`config.mk`:
```
export PLATFORM = sky130hd
export DESIGN_NAME = cubic_feeder
export DESIGN_NICKNAME = d
export VERILOG_FILES = /design/src/rtl/cubic_pkg.sv /design/src/rtl/cubic_pow.sv /design/src/rtl/cubic_feeder.sv
export SDC_FILE = /design/constraint.sdc
export NUM_CORES = 1
export LEC_CHECK = 0
export BUFFER_PORTS_ARGS = -buffer_cell sky130_fd_sc_hd__buf_4
export CELL_PAD_IN_SITES_DETAIL_PLACEMENT = 1
export CELL_PAD_IN_SITES_GLOBAL_PLACEMENT = 2
export CORE_MARGIN = 1.5
export CORE_UTILIZATION = 37
export CTS_CLUSTER_DIAMETER = 100
export CTS_CLUSTER_SIZE = 10
export DETAILED_ROUTE_END_ITERATION = 6
export PLACE_DENSITY_LB_ADDON = 0.1
export SLEW_MARGIN = 10
export SYNTH_ARGS = -nofsm -noshare
export SYNTH_HDL_FRONTEND = slang
export SYNTH_HIERARCHICAL = 1
export SYNTH_SLANG_ARGS = --single-unit
```
`constraint.sdc`:
```
create_clock -name clk -period 18.21 [get_ports clk]
set_clock_uncertainty 0.15 [all_clocks]
set_input_delay 2.7315 -clock clk [delete_from_list [all_inputs] [get_ports clk]]
set_output_delay 2.7315 -clock clk [all_outputs]
set_load 0.01 [all_outputs]
```
`src/rtl/cubic_pkg.sv`:
```
// cubic_pkg: FSM state, frame phase constants and widths shared by the cubic feeder.
// Edge clamping is selected by CUBIC_FEEDER_EDGE_CLAMP_EN in cubic_feeder.
package cubic_pkg;
    typedef enum logic [1:0] {IDLE, FRAME, DRAIN} state_t;
    localparam logic [2:0] CYC_LOAD = 3'd0;
    localparam logic [2:0] CYC_LAST = 3'd4;
    localparam int SAMPLE_W = 8;
    localparam int FRAC_W = 8;
    localparam int XIN_W = 24;
endpackage

```
`src/rtl/cubic_pow.sv`:
```
// cubic_pow: packs the Q0.8 weights {x, x^2, x^3} with truncating products.
module cubic_pow import cubic_pkg::*; (
    input  logic [FRAC_W-1:0] frac,
    output logic [XIN_W-1:0]  weights
);
    logic [2*FRAC_W-1:0] sq;
    logic [2*FRAC_W-1:0] cu;
    logic [FRAC_W-1:0]   x2;
    logic [FRAC_W-1:0]   x3;
    always_comb begin
        sq = frac * frac;
        x2 = sq[2*FRAC_W-1:FRAC_W];
        cu = x2 * frac;
        x3 = cu[2*FRAC_W-1:FRAC_W];
        weights = {frac, x2, x3};
    end
endmodule

```
`src/rtl/cubic_feeder.sv`:
```
// cubic_feeder: fetches P(-1..2) around base_idx and streams them with weights to a cubic engine.
// Define CUBIC_FEEDER_EDGE_CLAMP_EN to clamp sample indices to [0, img_w-1]; otherwise they wrap mod 256.
module cubic_feeder import cubic_pkg::*; (
    input  logic                clk,
    input  logic                rst,
    input  logic                start,
    input  logic [7:0]          base_idx,
    input  logic [FRAC_W-1:0]   frac,
    input  logic [7:0]          img_w,
    output logic                mem_rd,
    output logic [7:0]          mem_addr,
    input  logic [SAMPLE_W-1:0] mem_data,
    output logic [XIN_W-1:0]    X_in,
    output logic [SAMPLE_W-1:0] P_in,
    output logic [2:0]          cycle_cnt,
    input  logic [SAMPLE_W-1:0] eng_out,
    output logic                busy,
    output logic                done,
    output logic [SAMPLE_W-1:0] result
);
    state_t             state;
    logic [7:0]         base_q;
    logic [7:0]         a_base;
    logic [2:0]         a_cyc;
    logic [9:0]         a_sum;
    logic [7:0]         mem_idx;
    logic [XIN_W-1:0]   weights;
    logic               in_drain;
    logic               load;

    cubic_pow u_pow (.frac(frac), .weights(weights));

    assign in_drain = state == DRAIN;
    assign load = start && (state == IDLE || in_drain);
    // DRAIN overlaps phase 0 of a chained frame, so its read uses the live request
    assign a_base = in_drain ? base_idx : base_q;
    assign a_cyc = in_drain ? CYC_LOAD : cycle_cnt;
    assign a_sum = {2'b00, a_base} + {7'd0, a_cyc} - 10'd1;

`ifdef CUBIC_FEEDER_EDGE_CLAMP_EN
    logic [7:0] w_q;
    logic [7:0] a_w;
    always_ff @(posedge clk) begin
        if (!rst) w_q <= '0;
        else if (load) w_q <= img_w;
    end
    assign a_w = in_drain ? img_w : w_q;
    assign mem_idx = a_sum[9] ? 8'd0 : (a_sum > {2'b00, a_w - 8'd1}) ? a_w - 8'd1 : a_sum[7:0];
`else
    logic unused_w;
    assign unused_w = ^img_w;
    assign mem_idx = a_sum[7:0];
`endif

    assign mem_rd = (state == FRAME && cycle_cnt != CYC_LAST) || (in_drain && start);
    assign mem_addr = mem_rd ? mem_idx : 8'd0;
    assign P_in = (state == FRAME && cycle_cnt != CYC_LOAD) ? mem_data : '0;
    assign busy = state != IDLE;

    always_ff @(posedge clk) begin
        if (!rst) begin
            state <= IDLE;
            cycle_cnt <= CYC_LOAD;
            base_q <= '0;
            X_in <= '0;
            done <= 1'b0;
            result <= '0;
        end else begin
            done <= in_drain;
            if (in_drain) result <= eng_out;
            if (load) begin
                base_q <= base_idx;
                X_in <= weights;
            end
            case (state)
                IDLE: state <= start ? FRAME : IDLE;
                FRAME: begin
                    state <= cycle_cnt == CYC_LAST ? DRAIN : FRAME;
                    cycle_cnt <= cycle_cnt == CYC_LAST ? CYC_LOAD : cycle_cnt + 3'd1;
                end
                default: begin
                    state <= start ? FRAME : IDLE;
                    cycle_cnt <= start ? CYC_LOAD + 3'd1 : CYC_LOAD;
                end
            endcase
        end
    end
endmodule
```
==> results.cfg <==
[outcome]
outcome = completed

[clocking]
clock_path_buffers = 2
hold_buffers = 0
cts-root-buf = clkbuf_16
cts_buffers = 5
cts_sinks = 46
post_cts_buffers = 0
clk_pin_slew_ns = 0.07
cts_max_level = 2
clk_latency_ns = 0.29
cts_tree = built
cts_resized = 0

[critical_path]
cp_common_cell = fa_1
worstSetupStartpoint = frac[5]
rrSetupSlack_ns = 16.46
path_max_fanout = 16
critPathLaunchType = input port
cp_num_cells = 34
slowest_delay_ns = 0.61
arrival_ns = 11.46
crit_slowest_cell = a311oi_2
cp.required_ns = 18.28
endpoint = X_in[5]$_SDFFE_PN0P_
path_buf_inv = 7
reg2reg_depth = 3
r2r-end = result[1]$_SDFFE_PN0P_
r2r_start = state[1]$_SDFF_PN0_
path_class = in -> reg
crit_family = adder cells
end_kind = register

[cells_and_area]
final_cell_count_no_fill = 966
area_growth_pct = 16.2
antenna_cells = 0
nets = 929
drive_above_1_share_pct = 16.2

[logic_synthesis]
syn_area_per_cell_um2 = 8.44
synth_cell_type_count = 57
synth_area_leaders = fa_1 (20%), dfxtp_1 (16%), ha_1 (16%)
syn_area_um2 = 5800
yosysTopAreaCell = fa_1
synth_edf_count = 0
syn_nets = 863
synth-async-reset-ratio_pct = 0
synth_seq_cells = 46
synth_top_area_share_pct = 20.3
netlist_instances = 688
yosys_warnings = 6
ys_seq_area_share_pct = 15.9
synth_ff_type = dfxtp_1

[die]
die_area_um2 = 16400
initial_core_util_pct = 38.0
core_um2 = 15300
io_pins = 97
dieHeight_um = 128
die_w_um = 128
rows = 45

[timing]
slew_violations = 0
tns_ns = 0
clock.fmax_ghz = 0.0878
worst_pin_slew_ns = 0.798
slew_headroom_pct = 46.8
rsz0062_at_grt = false
finalSetupViolations = 0
fin_crit_sh_pct = 62.5
finalHoldViolations = 0
min_period_ns = 11.39

[drt]
vias = 4740
avgViaCountPerCell = 4.91
wl_um = 14800
drt_pass1_iterations = 5
drt_iter0_markers = 160
wl_per_cell_um = 15.4
ant_nets = 0
drc = 0

[hold_path]
hold_path_class = reg -> reg

[global_routing]
grt_overflow = 0
antenna_found_initial = 0
grt_pass1_vias = 5278
grt_pass1_wl_um = 25900
grt_max_degree = 43
gr-usage-all-layers_pct = 19.7

[run]
cap_violations = 0

[placed_design]
placed_cells = 958
gp_congestion = 0.787
port_buffers = 88
hpwl_um = 11600
==> final cells by class <==
class	count	area (um2)
clock inverter	3	43.8
clock buffer	5	125
inverter	94	353
sequential	46	921
multi-input combinational	516	4360
timing repair buffer	91	683
fill	1824	8510
tap	211	264
==> worst min-delay path, delay by kind of cell, from the launching register on <==
family	cells	cell delay, ns
compound gates	1	0.05
flops	1	0.31
simple gates	1	0.05
==> per-layer routing <==
layer / track usage [%] / wire [um]
met4: 3.30 / 137
met5: 0 / 0
met1: 26.0 / 6980
met2: 34.9 / 7350
met3: 2.50 / 374
==> registers in the layout, summed over array words and instances, names as in the netlist <==
name,flops
result,8
cycle_cnt,3
base_q,8
X_in,24
state,2
done,1
==> synthesized netlist by cell type (all sizes together), types with 7 or more instances <==
| master | number |
|---|---|
| fa | 59 |
| xnor2 | 11 |
| dfxtp | 46 |
| buf | 15 |
| a21oi | 52 |
| ha | 73 |
| clkbuf | 17 |
| and2 | 64 |
| nor3 | 11 |
| nand2b | 7 |
| nand2 | 116 |
| mux2i | 8 |
| inv | 93 |
| nor2 | 22 |
| nor2b | 8 |
| o21ai | 8 |
| xor2 | 10 |
==> metrics by stage <==
| step | hold WS, ns | area, um2 | setup slack [ns] | utilization (%) |
|---|---|---|---|---|
| after global routing | 0.335 | 6750 | 6.20 | 44.2 |
| final | 0.304 | 6750 | 6.82 | 44.2 |
| after floorplan | 0.286 | 5800 | 7.49 | - |
| after global placement | 0.292 | 6580 | 6.57 | 43.1 |
| after detailed placement | 0.299 | 6580 | 6.46 | 43.1 |
| after CTS | 0.308 | 6750 | 6.71 | 44.2 |
==> how the worst min path moves through the flow <==
stage                            from                      to  slack, ns  cells past startpoint
2_1_floorplan  base_q[0]$_SDFFE_PN0P_  base_q[0]$_SDFFE_PN0P_       0.29                      2
3_3_place_gp   base_q[2]$_SDFFE_PN0P_  base_q[2]$_SDFFE_PN0P_       0.29                      2
3_5_place_dp   result[2]$_SDFFE_PN0P_  result[2]$_SDFFE_PN0P_       0.30                      2
4_1_cts        result[2]$_SDFFE_PN0P_  result[2]$_SDFFE_PN0P_       0.31                      2
5_1_grt          X_in[6]$_SDFFE_PN0P_    X_in[6]$_SDFFE_PN0P_       0.34                      2
6_report       result[2]$_SDFFE_PN0P_  result[2]$_SDFFE_PN0P_       0.30                      2
==> cell families after synthesis <==
family | Yosys count | synth area share (%)
AOI/OAI and AO/OA | 104 | 12.2
xor gates and xnor gates | 21 | 3.49
adders and majority gates | 132 | 36.1
buffers and inverters | 126 | 9.07
DFF | 46 | 15.9
muxes | 10 | 1.77
and+or+nand+nor | 249 | 21.5
==> cell usage in the layout (no fill, tap or decap), types with 10 or more instances in the layout <==
cell type / instances
ha_1: 73
fa_1: 59
nor2_1: 22
nor3_1: 11
xnor2_1: 10
a21oi_1: 50
inv_1: 93
buf_4: 91
xor2_1: 10
nand2_1: 116
and2_1: 60
dfxtp_1: 46
Power is not shown: default switching activity piles up to over one toggle a cycle in this logic, so the estimate is an artifact.
